===== config.mk =====
export PLATFORM = sky130hd
export DESIGN_NAME = tt_um_timer_ctrl_flat
export DESIGN_NICKNAME = d
export VERILOG_FILES = /design/src/rtl/tt_um_timer_ctrl_if.sv /design/src/rtl/tt_um_timer_ctrl.sv /design/src/flat_wrapper.sv
export SDC_FILE = /design/constraint.sdc
export NUM_CORES = 1
export LEC_CHECK = 0
export ABC_CLOCK_PERIOD_IN_PS = 1800
export CAP_MARGIN = 20
export CELL_PAD_IN_SITES_DETAIL_PLACEMENT = 1
export CELL_PAD_IN_SITES_GLOBAL_PLACEMENT = 1
export CORE_MARGIN = 2
export CORE_UTILIZATION = 37
export CTS_CLUSTER_SIZE = 12
export DETAILED_ROUTE_END_ITERATION = 8
export HOLD_SLACK_MARGIN = 0.06
export MAX_ROUTING_LAYER = met4
export PLACE_DENSITY = 0.76
export RECOVER_POWER = 25
export SLEW_MARGIN = 30
export SYNTH_ARGS = -nofsm -noshare
export SYNTH_HDL_FRONTEND = slang
export SYNTH_SLANG_ARGS = --single-unit

===== constraint.sdc =====
create_clock -name clk_i -period 1.8 [get_ports clk_i]
set_clock_uncertainty 0.15 [all_clocks]
set_input_delay 0.18 -clock clk_i [delete_from_list [all_inputs] [get_ports clk_i]]
set_output_delay 0.18 -clock clk_i [all_outputs]
set_load 0.03 [all_outputs]

===== src/rtl/tt_um_timer_ctrl_if.sv =====
// Host-side bundle of the interval timer: config handshake, run commands, event handshake, status.
// The cfg_prescale_i member exists only when TIMER_PRESCALE_EN is defined.
interface tt_um_timer_ctrl_if #(
   parameter int BW = 8
`ifdef TIMER_PRESCALE_EN
   , parameter int PS_BW = 4
`endif
);
   logic          cfg_valid_i;
   logic          cfg_ready_o;
   logic [BW-1:0] cfg_period_i;
   logic          cfg_mode_i;
`ifdef TIMER_PRESCALE_EN
   logic [PS_BW-1:0] cfg_prescale_i;
`endif
   logic          start_i;
   logic          stop_i;
   logic          evt_valid_o;
   logic          evt_ready_i;
   logic          overrun_o;
   logic          busy_o;
   logic [BW-1:0] count_o;

   modport master (
      output cfg_valid_i, cfg_period_i, cfg_mode_i,
`ifdef TIMER_PRESCALE_EN
      output cfg_prescale_i,
`endif
      output start_i, stop_i, evt_ready_i,
      input  cfg_ready_o, evt_valid_o, overrun_o, busy_o, count_o
   );

   modport slave (
      input  cfg_valid_i, cfg_period_i, cfg_mode_i,
`ifdef TIMER_PRESCALE_EN
      input  cfg_prescale_i,
`endif
      input  start_i, stop_i, evt_ready_i,
      output cfg_ready_o, evt_valid_o, overrun_o, busy_o, count_o
   );
endinterface


===== src/rtl/tt_um_timer_ctrl.sv =====
// Programmable interval timer controller: one-shot/periodic terminal-count events with overrun flag.
// Optional clock prescaler enabled by defining TIMER_PRESCALE_EN.
module tt_um_timer_ctrl #(
   parameter int BW = 8
`ifdef TIMER_PRESCALE_EN
   , parameter int PS_BW = 4
`endif
) (
   input logic               clk_i,
   input logic               rst_ni,
   tt_um_timer_ctrl_if.slave bus
);

   typedef enum logic [0:0] {
      ST_IDLE = 1'b0,
      ST_RUN  = 1'b1
   } state_e;

   state_e        state_q;
   logic [BW-1:0] count_q;
   logic [BW-1:0] period_q;
   logic          mode_q;
   logic          evt_valid_q;
   logic          overrun_q;

   logic          evt_valid_d;
   logic          overrun_d;
   logic          cfg_fire_s;
   logic          tick_s;
   logic          terminal_s;
   logic          gen_evt_s;
   logic          run_end_s;

`ifdef TIMER_PRESCALE_EN
   logic [PS_BW-1:0] prescale_q;
   logic [PS_BW-1:0] ps_q;
   logic [PS_BW-1:0] ps_d;

   // Prescaler advances only while running; any exit from RUN or idle time keeps it at zero.
   always_comb begin
      ps_d = {PS_BW{1'b0}};
      if ((state_q == ST_RUN) && !run_end_s && !tick_s) begin
         ps_d = ps_q + {{(PS_BW-1){1'b0}}, 1'b1};
      end else begin
         ps_d = {PS_BW{1'b0}};
      end
   end
   assign tick_s = (ps_q == prescale_q);
`else
   assign tick_s = 1'b1;
`endif

   // Terminal detection, run exit and event/overrun next-state.
   always_comb begin
      cfg_fire_s  = (state_q == ST_IDLE) && bus.cfg_valid_i;
      terminal_s  = tick_s && (count_q == period_q);
      gen_evt_s   = (state_q == ST_RUN) && terminal_s;
      run_end_s   = (state_q == ST_RUN) && (bus.stop_i || (gen_evt_s && !mode_q));
      evt_valid_d = evt_valid_q;
      overrun_d   = overrun_q;
      if (gen_evt_s) begin
         evt_valid_d = 1'b1;
      end else if (evt_valid_q && bus.evt_ready_i) begin
         evt_valid_d = 1'b0;
      end else begin
         evt_valid_d = evt_valid_q;
      end
      if (cfg_fire_s) begin
         overrun_d = 1'b0;
      end else if (gen_evt_s && evt_valid_q && !bus.evt_ready_i) begin
         overrun_d = 1'b1;
      end else begin
         overrun_d = overrun_q;
      end
   end

   // Controller FSM with counter, latched configuration and event flags.
   always_ff @(posedge clk_i or negedge rst_ni) begin
      if (!rst_ni) begin
         state_q     <= ST_IDLE;
         count_q     <= {BW{1'b0}};
         period_q    <= {BW{1'b0}};
         mode_q      <= 1'b0;
         evt_valid_q <= 1'b0;
         overrun_q   <= 1'b0;
`ifdef TIMER_PRESCALE_EN
         prescale_q  <= {PS_BW{1'b0}};
         ps_q        <= {PS_BW{1'b0}};
`endif
      end else begin
         evt_valid_q <= evt_valid_d;
         overrun_q   <= overrun_d;
`ifdef TIMER_PRESCALE_EN
         ps_q        <= ps_d;
`endif
         case (state_q)
            ST_IDLE: begin
               count_q <= {BW{1'b0}};
               if (cfg_fire_s) begin
                  period_q <= bus.cfg_period_i;
                  mode_q   <= bus.cfg_mode_i;
`ifdef TIMER_PRESCALE_EN
                  prescale_q <= bus.cfg_prescale_i;
`endif
               end
               if (bus.start_i) begin
                  state_q <= ST_RUN;
               end
            end
            ST_RUN: begin
               if (run_end_s) begin
                  state_q <= ST_IDLE;
                  count_q <= {BW{1'b0}};
               end else if (tick_s) begin
                  // Full-range period wraps naturally; terminal match resets before any carry.
                  count_q <= terminal_s ? {BW{1'b0}} : count_q + {{(BW-1){1'b0}}, 1'b1};
               end
            end
            default: begin
               state_q <= ST_IDLE;
               count_q <= {BW{1'b0}};
            end
         endcase
      end
   end

   assign bus.cfg_ready_o = (state_q == ST_IDLE);
   assign bus.busy_o      = (state_q == ST_RUN);
   assign bus.evt_valid_o = evt_valid_q;
   assign bus.overrun_o   = overrun_q;
   assign bus.count_o     = count_q;

endmodule


===== src/flat_wrapper.sv =====
// flat-port wrapper written by rule: the top's interface ports become plain ports
module tt_um_timer_ctrl_flat 
#(
   parameter int BW = 8

)
  (clk_i, rst_ni, bus_cfg_valid_i, bus_cfg_period_i, bus_cfg_mode_i, bus_start_i, bus_stop_i, bus_evt_ready_i, bus_cfg_ready_o, bus_evt_valid_o, bus_overrun_o, bus_busy_o, bus_count_o);
  tt_um_timer_ctrl_if #(.BW(BW)) bus_i ();
  input logic clk_i;
  input logic rst_ni;
  input wire logic [$bits(bus_i.cfg_valid_i)-1:0] bus_cfg_valid_i;
  input wire logic [$bits(bus_i.cfg_period_i)-1:0] bus_cfg_period_i;
  input wire logic [$bits(bus_i.cfg_mode_i)-1:0] bus_cfg_mode_i;
  input wire logic [$bits(bus_i.start_i)-1:0] bus_start_i;
  input wire logic [$bits(bus_i.stop_i)-1:0] bus_stop_i;
  input wire logic [$bits(bus_i.evt_ready_i)-1:0] bus_evt_ready_i;
  output wire logic [$bits(bus_i.cfg_ready_o)-1:0] bus_cfg_ready_o;
  output wire logic [$bits(bus_i.evt_valid_o)-1:0] bus_evt_valid_o;
  output wire logic [$bits(bus_i.overrun_o)-1:0] bus_overrun_o;
  output wire logic [$bits(bus_i.busy_o)-1:0] bus_busy_o;
  output wire logic [$bits(bus_i.count_o)-1:0] bus_count_o;
  assign bus_i.cfg_valid_i = bus_cfg_valid_i;
  assign bus_i.cfg_period_i = bus_cfg_period_i;
  assign bus_i.cfg_mode_i = bus_cfg_mode_i;
  assign bus_i.start_i = bus_start_i;
  assign bus_i.stop_i = bus_stop_i;
  assign bus_i.evt_ready_i = bus_evt_ready_i;
  assign bus_cfg_ready_o = bus_i.cfg_ready_o;
  assign bus_evt_valid_o = bus_i.evt_valid_o;
  assign bus_overrun_o = bus_i.overrun_o;
  assign bus_busy_o = bus_i.busy_o;
  assign bus_count_o = bus_i.count_o;
  tt_um_timer_ctrl #(.BW(BW)) u_core (.clk_i(clk_i), .rst_ni(rst_ni), .bus(bus_i));
endmodule

# After elaboration in Yosys (flattened, before gate mapping)
# Index checks and enable logic that the tools add are counted.
# totals
ff_bits,20
output_inout_bits,12
elab_cells,32
# classes
n_addsub,1
n_eq_ne,1
mux,10
bitwise_logic,1
n_reduce_logical,13
# ops
op,count
8-bit 2-to-1 mux,2
8-bit one-hot mux with 2 select lines,1
"8-bit by 1-bit adder with 8-bit output, second input constant",1
8-bit equality test,1
1-bit logical AND,7
1-bit 2-to-1 mux,6
2-bit nonzero test,2
1-bit zero test,2
1-bit one-hot mux with 2 select lines,1
2-bit AND reduction,1
1-bit logical OR,1
1-bit NOT,1

# Depth between registers and ports, before layout
# Gate-level depths: netlist of run 1.
# depth
depth_word,7
ltp_mapped,4
depth_no_buf,4

# Worst setup path after synthesis of run 1
# No wires, ideal clock.
# synth_timing
path_kind,register to register
startpoint,register u_core.count_q[0] (netlist: u_core.bus.count_o[0])
endpoint,register u_core.count_q[6] (netlist: u_core.bus.count_o[6])
setup_time_ns,0.104
t_arrival_ns,1.469
required_ns,1.546
path_slack_ns,0.077
stages_incl_launch_ff,5
n_path_buf,0
period_less_slack_ns,1.723
cell_sequence,dfrtp_1 > ha_1 > nand2_1 > or3_1 > a221oi_1
# synth_between
elab_chain_cells,7
word_cells_on_any_way,9
cone_classes,add/sub: 1; eq/ne: 1; mux: 3; reduce/logical: 4
# synth_rtl
item,line,text
"start, declared",tt_um_timer_ctrl.sv:20,logic [BW-1:0] count_q;
"start signal, assigned",tt_um_timer_ctrl.sv:81,count_q <= {BW{1'b0}};
"start signal, assigned",tt_um_timer_ctrl.sv:98,count_q <= {BW{1'b0}};
"start signal, assigned",tt_um_timer_ctrl.sv:113,count_q <= {BW{1'b0}};
"parallel branches: the longest is 5 deep, another holds 8-bit by 1-bit adder with 8-bit output",--,
8-bit 2-to-1 mux *,tt_um_timer_ctrl.sv:111,if (run_end_s) begin
8-bit one-hot mux with 2 select lines *,tt_um_timer_ctrl.sv:96,case (state_q)
# Every way passes the cells marked *.
# A chain may end at the register's enable or synchronous reset.

# Worst setup path after layout of run 1
# layout_timing
startpoint,register u_core.count_q[7] (netlist: u_core.bus.count_o[7])
endpoint,output bus_count_o[7]
# layout_lines
item,line,text
"end, declared",flat_wrapper.sv:21,output wire logic [$bits(bus_i.count_o)-1:0] bus_count_o;
# No word-level cell between the ends.

==> run_results.csv, run 1 <==
group,metric,value,unit
grt,busiest_layer,"met2",
die,ios,27,
die,die_x,56.2,um
synth,seq_area_frac_synth,0.496,
setup_path,critPathArrivalTime,1.40,ns
grt,grt_use_met3,0.0302,
synth,synth_seq_cells,20,
placement,gp_congestion,0.728,
setup_path,required,1.47,ns
layout,multi_input_area,478,sq um
sta,fin_crit,1.73,ns
clock_tree,ctsLongestPathBuffers,2,
layout,nets,130,
route,first_iter_violations,10,
clock_tree,cts.clk_slew.worst_paths,0.11,ns
synth,synth_top_area_frac,0.496,
layout,drive_above_1_share,0.186,
layout,final_common_cell,"dfrtp_1",
route,wl_per_cell,16.0,um
min_path,hold_path_class,"in -> reg",
flow_run,drv_cap,0,
clock_tree,cts_tree,"yes",
status,status,"completed",
grt,grt_remaining_overflow,0,
layout,n_antenna_cell,0,
sta,setup_viol,0,
clock_tree,insertion_delay,0.30,ns
grt,use_met2,0.289,
die,rows,18,
setup_path,critPathMaxFanout,4,
synth,syn_nets,97,
clock_tree,cts_max_level,1,
layout,layout_common_cells,"dfrtp_1 (20), clkdlybuf4s50_1 (16), xor2_1 (9)",
clock_tree,cts_setup_buffers,0,
setup_path,critPathBufInv,1,
layout,area_delta_synth_final,34.1,%
grt,grt_first_pass_wirelength,4070,um
sta,setup_ws,0.0669,ns
grt,grt_usage,0.167,
sta,drv_slew,0,
sta,final.period_utilization,0.963,
die,initial_core_util,0.400,
pwr,power_density,812,mW/mm^2
synth,netlist_instances,81,
pwr,vdd_drop_max,0.630,mV
sta,fin_setup_tns,0,ns
grt,antenna_found_initial,0,
route,ant_nets,0,
setup_path,path_depth,1,
setup_path,cp_slowest_cell,"clkdlybuf4s50_1",
grt,first_global_vias,880,
setup_path,crit_chain,"clkdlybuf4s50_1",
setup_path,crit_type,"reg -> out",
route,drc_errors,0,
sta,hold_viol,0,
route,post_drt_via_cell_ratio,5.50,
route,vias,787,
layout,fillCellCount,274,
clock_tree,cts.sinks,20,
synth,synth_top_cell_by_area,"dfrtp_1",
sta,fmax,577,MHz
clock_tree,cts_buffers,3,
sta,whs,0.291,ns
synth,synth_cell_types,27,
setup_path,startpoint,"u_core.bus.count_o[7]",
die,core,0.00252,sq mm
synth,syn_area,0.00101,sq mm
setup_path,max_stage_delay,0.69,ns
pwr,power.static_leakage,0.000605,uW
synth,syn_avg_cell_area,12.5,sq um
sta,rsz0062_at_grt,"false",
route,drt_first_pass_iters,4,
route,drt_wl_total,2280,um
die,die_area,0.00316,sq mm
setup_path,start_kind,"flop",
setup_path,crit_family,"buffers and inverters",
placement,io_buffers,26,
synth,synthTopCellsByArea,"dfrtp_1 (50%), mux2_2 (8.9%), xor2_1 (7.8%), nor4_4 (4.2%), a211oi_1 (3.7%)",
setup_path,r2r_slack,0.19,ns
placement,hpwl,1750,um
synth,yosys_warnings,0,
grt,grt_use_met1,0.196,
setup_path,r2r-end,"u_core.bus.count_o[5]",
die,die_h,56.2,um
layout,regArea,500,sq um
grt,grt_max_degree,21,
sta,max-slew-margin-rel,0.264,
setup_path,crit_end,"bus_count_o[7]",
sta,worst_pin_slew,1.10,ns
clock_tree,root_buffer,"clkbuf_4",
setup_path,reg2reg_from,"u_core.bus.count_o[2]",
setup_path,reg2reg_depth,4,
placement,place_ws,0.191,ns
setup_path,end_kind,"output port",
==> timing repair <==
item / in CTS / in global routing
endpoints found under the hold margin: 0 / 0
gates cloned: 0 / 0
resized for setup: 7 / 2
endpoints found under the setup margin: 7 / 2
hold buffers: 0 / 0
==> cells in the mapped netlist, drive strengths merged <==
master / number
a211oi: 5
a21boi: 1
a221oi: 3
a31o: 2
a41oi: 1
and2: 1
buf: 3
dfrtp: 20
ha: 1
inv: 3
mux2: 8
nand2: 3
nand2b: 1
nand3: 3
nand4: 1
nor2b: 3
nor4: 4
o21ai: 4
or3: 3
xnor2: 1
xor2: 10
==> registers in the layout, indices dropped and copies added, names as in the netlist <==
name / cells
u_core.period_q: 8
u_core.bus.count_o: 8
u_core.mode_q: 1
u_core.bus.evt_valid_o: 1
u_core.bus.busy_o: 1
u_core.bus.overrun_o: 1
==> cell families after synthesis <==
logic type / Yosys count / synth area share
DFF: 20 / 0.496
and+or+nand+nor: 19 / 0.141
AOI/OAI and AO/OA: 16 / 0.116
xor gates and xnor gates: 11 / 0.114
muxes: 8 / 0.0892
buffers and inverters: 6 / 0.0310
adders and majority gates: 1 / 0.0124
==> metal layers <==
layer / vias to the layer above / part of all wire
met5: - / 0
met4: 0 / 0.015
met3: 5 / 0.053
met2: 27 / 0.49
met1: 395 / 0.44
li1: 360 / -
==> power breakdown <==
part           switching, uW  total [uW]  internal [uW]
Clock                    139         262            123
Sequential              51.2         554            503
Combinational            149         283            135
Total                    338        1100            761
==> worst min-delay path by stage <==
stage	start	end	slack, ns	depth (start not counted)
after floorplan	rst_ni	u_core.bus.busy_o	-0.27	0
after global placement	u_core.period_q[2]	u_core.period_q[2]	0.37	1
after detailed placement	u_core.period_q[0]	u_core.period_q[0]	0.37	1
after CTS	rst_ni	u_core.mode_q	0.06	2
after global routing	bus_cfg_mode_i	u_core.mode_q	0.31	3
final	bus_cfg_mode_i	u_core.mode_q	0.29	3
==> through the flow <==
stage,utilization,cells,power [uW],instance area [sq um]
floorplan,-,81,739,1010
global placement,0.525,139,848,1330
detailed placement,0.525,139,860,1330
global route,0.537,143,1170,1350
CTS,0.536,143,1120,1350
finish,0.537,143,1100,1350
==> layout make-up <==
class                      instances  area share
sequential                        20       0.370
inverter                           3     0.00832
timing repair buffer              31       0.214
multi-input combinational         55       0.353
clock buffer                       4      0.0268
tap                               30      0.0277
Note: power is estimated with default switching activity, not from simulation.
==> inputs of run 2 (changes only) <==
--- a/config.mk
+++ b/config.mk
@@ -9,6 +9,7 @@
 export CAP_MARGIN = 20
 export CELL_PAD_IN_SITES_DETAIL_PLACEMENT = 1
 export CELL_PAD_IN_SITES_GLOBAL_PLACEMENT = 1
+export CORE_ASPECT_RATIO = 0.8
 export CORE_MARGIN = 2
 export CORE_UTILIZATION = 37
 export CTS_CLUSTER_SIZE = 12
==> run 2 against run 1 <==
Critical path depth rose by 3. Critical path type is now reg -> reg. Highest routed layer unchanged. Worst hold slack worse by 0.014 ns. Die area barely moved. Sequential power barely moved. Sequential share of layout area up 0.31 points.
==> run_results.csv, run 2 (same netlist as run 1, synthesis figures left out) <==
group,metric,value,unit
die,die_h,50.7,um
route,drc_errors,0,
die,ios,27,
sta,max-slew-margin-rel,0.265,
min_path,hold_path_class,"in -> reg",
min_path,holdCritStartpoint,"bus_cfg_mode_i",
route,ant_nets,0,
grt,antenna_found_initial,0,
grt,grt_max_degree,21,
setup_path,start_kind,"flop",
layout,area_delta_synth_final,33.0,%
route,post_drt_via_cell_ratio,5.18,
setup_path,r2r_slack,0.14,ns
setup_path,critPathArrivalTime,1.73,ns
layout,drive_above_1_share,0.179,
setup_path,reg2reg_depth,4,
setup_path,crit_type,"reg -> reg",
placement,io_buffers,26,
clock_tree,ctsLongestPathBuffers,2,
pwr,power_density,782,mW/mm^2
layout,nets,130,
sta,drv_slew,0,
placement,placedCellCount,145,
placement,hpwl,1800,um
grt,grt_usage,0.180,
die,die_area,0.00317,sq mm
sta,rsz0062_at_grt,"false",
grt,grt_remaining_overflow,0,
route,wl_per_cell,15.9,um
sta,fmax,601,MHz
clock_tree,cts_buffers,3,
clock_tree,cts_setup_buffers,0,
clock_tree,cts_max_level,1,
clock_tree,cts_tree,"yes",
route,first_iter_violations,15,
setup_path,end_kind,"flop",
route,vias,766,
sta,fin_setup_tns,0,ns
route,drt_first_pass_iters,3,
die,core,0.00252,sq mm
layout,fillCellCount,294,
grt,first_global_vias,833,
clock_tree,insertion_delay,0.30,ns
route,drt_wl_total,2350,um
grt,grt_first_pass_wirelength,4220,um
status,status,"completed",
setup_path,reg2reg_from,"u_core.bus.count_o[0]",
setup_path,required,1.86,ns
placement,gp_congestion,0.744,
layout,fin_cells,148,
sta,final.period_utilization,0.925,
sta,setup_viol,0,
flow_run,drv_cap,0,
sta,worst_pin_slew,1.10,ns
clock_tree,root_buffer,"clkbuf_4",
die,initial_core_util,0.400,
setup_path,critPathMaxFanout,5,
min_path,hold_path_depth,3,
min_path,hold_end,"u_core.mode_q",
setup_path,r2r-end,"u_core.bus.count_o[6]",
layout,n_antenna_cell,0,
die,die_x,62.4,um
die,rows,16,
pwr,power.static_leakage,0.000589,uW
clock_tree,cts.clk_slew.worst_paths,0.11,ns
layout,layout_common_cells,"dfrtp_1 (20), clkdlybuf4s50_1 (15), xor2_1 (9), dlygate4sd2_1 (9), mux2_2 (8)",
clock_tree,cts.sinks,20,
sta,hold_viol,0,
layout,final_common_cell,"dfrtp_1",
sta,fin_crit,1.66,ns
pwr,vdd_drop_max,0.508,mV
==> run 2: cell types whose count changed in the layout (fill, tap and decap cells not counted), sizes merged <==
cell / delta
clkbuf: -1
clkdlybuf4s50: -1
dlygate4sd2: +2
dlymetal6s2s: -1
==> run 2: report_power, final <==
group	switching (uW)	internal, uW
Combinational	149	134
Clock	137	78.2
Sequential	48.1	503
Total	334	715
==> run 2: area by class of cell <==
class	instances	area, sq um	share of cell area
sequential	20	500	0.373
timing repair buffer	31	285	0.212
tap	36	45.0	0.0336
inverter	3	11.3	0.00839
clock buffer	3	22.5	0.0168
multi-input combinational	55	478	0.356
==> run 2: worst max-delay path by stage <==
stage | slack (ns) | to | cells past startpoint | startpoint
after global routing | 0.02 | u_core.bus.count_o[5] | 4 | u_core.bus.count_o[2]
after detailed placement | 0.15 | u_core.bus.count_o[6] | 4 | u_core.bus.count_o[0]
after floorplan | 0.08 | u_core.bus.count_o[6] | 4 | u_core.bus.count_o[0]
after CTS | 0.04 | bus_count_o[7] | 1 | u_core.bus.count_o[7]
final | 0.14 | u_core.bus.count_o[6] | 4 | u_core.bus.count_o[0]
after global placement | 0.21 | bus_count_o[3] | 1 | u_core.bus.count_o[3]
==> run 2: metal layers <==
layer  part of all wire  global-route usage  up-vias
met5                  0                   -        -
met4             0.0090              0.0370        0
met3              0.064              0.0650        4
met2               0.49               0.301       22
met1               0.44               0.211      381
li1                   -                   -      359
==> run 2: repair_timing <==
item / in CTS / in global routing
hold buffers: 0 / 0
gates resized for setup: 9 / 1
endpoints found under the setup margin: 9 / 1
==> run 2: critical path, stage by stage (launching register included) <==
cell and delay [ns]:
dfrtp_1 0.46, ha_1 0.25, nand2_1 0.08, or3_1 0.37, a221oi_1 0.26
==> run 2: stage by stage <==
stage	util	instance area [sq um]	hold slack (ns)	total power, uW	setup WS [ns]
2_1_floorplan	-	1010	-0.266	739	0.0771
3_5_place_dp	0.528	1330	0.375	858	0.148
3_3_place_gp	0.528	1330	0.366	847	0.210
5_1_grt	0.532	1340	0.311	1120	0.0215
4_1_cts	0.533	1340	0.0624	1070	0.0415
6_report	0.532	1340	0.278	1050	0.136
==> RTL change 1, RTL diff (settings of run 1) <==
`BW` is set to 8 in 3 places; all go to 6.
--- a/src/rtl/tt_um_timer_ctrl_if.sv
+++ b/src/rtl/tt_um_timer_ctrl_if.sv
@@ -1,7 +1,7 @@
 // Host-side bundle of the interval timer: config handshake, run commands, event handshake, status.
 // The cfg_prescale_i member exists only when TIMER_PRESCALE_EN is defined.
 interface tt_um_timer_ctrl_if #(
-   parameter int BW = 8
+   parameter int BW = 6
 `ifdef TIMER_PRESCALE_EN
    , parameter int PS_BW = 4
 `endif
--- a/src/rtl/tt_um_timer_ctrl.sv
+++ b/src/rtl/tt_um_timer_ctrl.sv
@@ -1,7 +1,7 @@
 // Programmable interval timer controller: one-shot/periodic terminal-count events with overrun flag.
 // Optional clock prescaler enabled by defining TIMER_PRESCALE_EN.
 module tt_um_timer_ctrl #(
-   parameter int BW = 8
+   parameter int BW = 6
 `ifdef TIMER_PRESCALE_EN
    , parameter int PS_BW = 4
 `endif
--- a/src/flat_wrapper.sv
+++ b/src/flat_wrapper.sv
@@ -1,7 +1,7 @@
 // flat-port wrapper written by rule: the top's interface ports become plain ports
 module tt_um_timer_ctrl_flat 
 #(
-   parameter int BW = 8
+   parameter int BW = 6
 
 )
   (clk_i, rst_ni, bus_cfg_valid_i, bus_cfg_period_i, bus_cfg_mode_i, bus_start_i, bus_stop_i, bus_evt_ready_i, bus_cfg_ready_o, bus_evt_valid_o, bus_overrun_o, bus_busy_o, bus_count_o);
Interface: changed (resized bus_cfg_period_i and bus_count_o); port bits go from 27 to 23. No check against the original RTL was run, so the function may have changed too.
==> RTL change 1 against run 1 <==
  * Sequential cell count is 4 lower
  * Worst setup slack lost 0.021 ns
  * Sequential share of layout area rose by 0.46 points
  * Core utilization up 1.4 points
  * Sequential power shrank 19%
  * Non-clock buffer count down 5
  * Via count is 26% lower
  * Routed wire length decreased by 27%
  * Cell area down 21%
  * Power shrank 15%
  * Critical endpoint is now bus_count_o[5]
  * Count of clock-buffer cells in the layout unchanged
  * Synthesized area down 25%
  * Synthesized cell count fell by 25%
==> RTL change 1: results (changes against run 1) <==
stage	metric	value	unit	change
pwr	clock network power	0.000243	W	-7%
detailed_routing	initial drt markers	5		-5
grt	vias in the first global route	622		-29%
setup_path	critical-path maximum fanout	5		+1
grt	GRT Total Usage	0.154		-0.0124
place	post-place instance area	1030	um^2	-22%
grt	M3 GR Usage	0.0276		-0.00263
logic_synthesis	xor and xnor area share after synthesis	0.104		-0.00970
setup_path	R2R Path End	u_core.bus.overrun_o		
detailed_routing	met3 WL	76	um	-38%
pwr	leak pwr	0.514	nW	-15%
setup_path	r2r setup slk	0.12	ns	-0.07 ns
pwr	seq pwr	0.000448	W	-19%
place	final RePlAce weighted congestion	0.719		-1.3%
setup_path	Critical Path Start	u_core.bus.count_o[5]		
grt	grt met1 use	0.178		-0.0174
logic_synthesis	Post-synth top cells	dfrtp_1 (16), xor2_1 (8), mux2_2 (7), a211oi_1 (4)		
grt	met2 GRT Util	0.252		-0.0368
detailed_routing	drt total wl	1670	um	-27%
logic_synthesis	Seq/Total Area, Yosys	0.530		+0.0341
logic_synthesis	Mean Syn Cell Area	12.4	um^2	-0.62%
cells_and_area	Layout Nets	105		-19%
place	IO buf count	22		-15%
detailed_routing	Via Count	581		-26%
logic_synthesis	top post-synthesis cells by area	dfrtp_1 (53%), mux2_2 (10%), xor2_1 (9.3%)		
detailed_routing	DR top layer	met4		
pwr	peak supply drop	0.553	mV	-12%
detailed_routing	DRT Pass-1 Iters	2		-2
pwr	Tot Pwr	0.000937	W	-15%
setup_path	FF-to-FF path depth	3		-1
logic_synthesis	synth unique cells	21		-22%
logic_synthesis	Synth Flop Type	dfrtp_1		
cells_and_area	layout cells sized above 1	0.178		-0.00806
logic_synthesis	Post-Syn Nets	75		-23%
detailed_routing	DRT met1 WL	743	um	-26%
timing	actual slew at the worst max-slew pin	0.552	ns	-0.552 ns
logic_synthesis	complex-gate fraction of the synthesized area	0.127		+0.0110
place	placed insts	112		-19%
outcome	status	finished clean		
logic_synthesis	mux cell area share after synthesis	0.104		+0.0151
cells_and_area	final cell count without fillers	117		-18%
grt	first-pass GRT wire length	2740	um	-33%
logic_synthesis	Adder-Cell Fraction of Synth Area	0.0166		+0.00416
min_path	Hold EP	u_core.bus.evt_valid_o		
min_path	hold_sp	bus_evt_ready_i		
-- RTL change 1: changes by cell type after synthesis, moves of 2 or more --
cell | run 1 | this run
dfrtp_1 | 20 | 16
o21ai_0 | 4 | 0
a21oi_1 | 0 | 3
a221oi_1 | 3 | 0
or3_1 | 3 | 0
a32o_1 | 0 | 2
nand2_1 | 3 | 1
nor2_1 | 0 | 2
nor4_1 | 2 | 0
-- RTL change 1: cell families (layout without fill, tap and decap cells) --
family	count (synthesis)	count (layout)
flip-flops	16	16
AO/OA/AOI/OAI	13	13
AND/OR/NAND/NOR	11	11
XOR/XNOR	9	9
multiplexers	7	7
buffers and inverters	4	33
adder cells (fa/ha/maj)	1	1
-- RTL change 1: per-stage QoR --
stage | hold WS, ns | utilization
6_report | 0.349 | 0.551
5_1_grt | 0.351 | 0.551
4_1_cts | 0.338 | 0.550
3_5_place_dp | 0.338 | 0.529
3_3_place_gp | 0.339 | 0.529
2_1_floorplan | -0.266 | -
-- RTL change 1: worst max-delay path by stage --
stage | endpoint | slack [ns] | cells past startpoint
floorplan | u_core.bus.evt_valid_o | 0.17 | 3
detailed placement | u_core.bus.evt_valid_o | 0.12 | 3
global placement | u_core.bus.evt_valid_o | 0.12 | 3
CTS | bus_busy_o | 0.002 | 1
finish | bus_count_o[5] | 0.05 | 1
global route | u_core.bus.overrun_o | 0.002 | 3
-- RTL change 1: repair_timing --
action                                  in CTS  in global routing
hold endpoints to repair                    10                  0
hold buffers                                 1                  0
resized for setup                            5                  2
endpoints found under the setup margin       5                  2
-- RTL change 1: area by class of cell --
type                    instances  area (um^2)  area share
flip-flops and latches         16          400       0.374
multi-input cells              41          339       0.317
repair buffers                 26          249       0.233
clock buffers                   4         36.3      0.0339
well taps                      27         33.8      0.0316
inverters                       3         11.3      0.0105
==> RTL change 2, RTL diff (config.mk and constraints of run 1) <==
Made on the original files. Make the reset (`rst_ni`) synchronous in one clocked block.
--- a/src/rtl/tt_um_timer_ctrl.sv
+++ b/src/rtl/tt_um_timer_ctrl.sv
@@ -75,7 +75,7 @@
    end
 
    // Controller FSM with counter, latched configuration and event flags.
-   always_ff @(posedge clk_i or negedge rst_ni) begin
+   always_ff @(posedge clk_i) begin
       if (!rst_ni) begin
          state_q     <= ST_IDLE;
          count_q     <= {BW{1'b0}};
Function: differs if rst_ni is asserted again (counterexample within 4 cycles, from zero or initial values and one cycle with rst_ni low); with rst_ni held inactive, the same outputs for 10 cycles.
==> RTL change 2 against run 1 <==
  * Routed wire length fell by 17%
  * Worst setup slack barely moved
  * Cell area fell by 12%
  * Critical endpoint is now bus_count_o[1]
  * Non-clock buffer count fell by 2
  * Core utilization rose by 0.94 points
  * Critical path depth did not move
  * Cell count rose by 7.7%
  * Synthesized area fell by 17%
  * Sequential cell count did not move
Power is not compared: it rests on default switching activity, and its combinational part moved more than twofold at a synthesized area within 25%.
==> RTL change 2: results (changes against run 1) <==
stage	metric	value	unit	change
cells_and_area	clock-cell share of area	0.0306		+0.00382
setup_path	Critical Path Start	u_core.bus.count_o[1]		
logic_synthesis	xor and xnor area share after synthesis	0.146		+0.0323
logic_synthesis	Synth async-reset ratio	0		-1.00
detailed_routing	DRT Pass-1 Iters	2		-2
place	Post-DP HPWL	1480	um	-16%
detailed_routing	DR WL/cell	12.3	um	-23%
logic_synthesis	Post-synth top cells	nand2_1 (23), dfxtp_1 (20), xnor2_1 (10), a21boi_0 (9), nor2_1 (9)		
cells_and_area	Layout Nets	143		+10%
logic_synthesis	Post-Syn Nets	111		+14%
min_path	Hold EP	u_core.mode_q		
logic_synthesis	Synth Flop Type	dfxtp_1		
logic_synthesis	top post-synthesis cells by area	dfxtp_1 (48%), xnor2_1 (10%), nand2_1 (10%)		
detailed_routing	via/cell ratio	4.90		-11%
outcome	status	finished clean		
cells_and_area	multi-input gates	71		+29%
grt	vias in the first global route	776		-12%
cells_and_area	Non-clk invs	2		-1
cells_and_area	Multi-input gate area	423	um^2	-12%
grt	GRT Total Usage	0.172		+0.00549
setup_path	crit path capture	bus_count_o[1]		
logic_synthesis	Synthesis Warnings	0		unchanged
min_path	Hold Path Depth	3		unchanged
cells_and_area	register area	400	um^2	-20%
cells_and_area	FILL cells	264		-3.6%
grt	first-pass GRT wire length	3290	um	-19%
setup_path	r2r setup slk	0.31	ns	+0.12 ns
setup_path	Slowest cell on crit path	clkdlybuf4s50_1		
setup_path	FF-to-FF path depth	4		unchanged
timing	Slew HR	0.748		+0.484
logic_synthesis	mux cell area share after synthesis	0		-0.0892
timing	hold_ws	0.279	ns	-0.0121 ns
cts	CTS buffer count	3		unchanged
detailed_routing	initial drt markers	5		-5
setup_path	R2R Path End	u_core.bus.count_o[5]		
cts	CTS resizes	3		-4
logic_synthesis	complex-gate fraction of the synthesized area	0.124		+0.00740
setup_path	origin of the critical flop-to-flop path	u_core.bus.count_o[2]		
place	final RePlAce weighted congestion	0.716		-1.7%
pwr	switch share	0.243		
pwr	Sw Pwr	0.000208	W	
setup_path	critical-path maximum fanout	4		unchanged
grt	largest net degree at the start of global routing	13		-38%
logic_synthesis	Seq/Total Area, Yosys	0.478		-0.0181
cells_and_area	NonClk Buf Share	0.239		+0.0242
pwr	leak pwr	0.505	nW	
logic_synthesis	Adder-Cell Fraction of Synth Area	0.0149		+0.00253
cells_and_area	Non-clk bufs	29		-6.5%
cells_and_area	layout cells sized above 1	0.0794		-0.106
logic_synthesis	synth unique cells	19		-30%
-- RTL change 2: cell count changes in the layout (fill, tap and decap cells not counted), sizes merged, moves of 8 or more --
cell    before  now
dfrtp       20    0
dfxtp        0   20
nand2        3   23
nor2         0    9
xnor2        1   10
a21boi       1    9
mux2         8    0
-- RTL change 2: per-layer routing --
layer / share of wire / vias up / wire length, um / GRT usage
met4: 0.0084 / 0 / 16 / 0.0921
met3: 0.051 / 2 / 97 / 0.0259
met5: 0 / - / 0 / -
met2: 0.50 / 17 / 948 / 0.291
li1: - / 374 / - / -
met1: 0.44 / 361 / 837 / 0.196
-- RTL change 2: per-stage QoR --
| stage | instances | instance area (um^2) | setup slack [ns] |
|---|---|---|---|
| final | 154 | 1180 | 0.0667 |
| after detailed placement | 150 | 1150 | 0.293 |
| after floorplan | 95 | 838 | 0.290 |
| after global placement | 150 | 1150 | 0.318 |
| after global routing | 154 | 1180 | 0.0270 |
| after CTS | 154 | 1180 | 0.00848 |
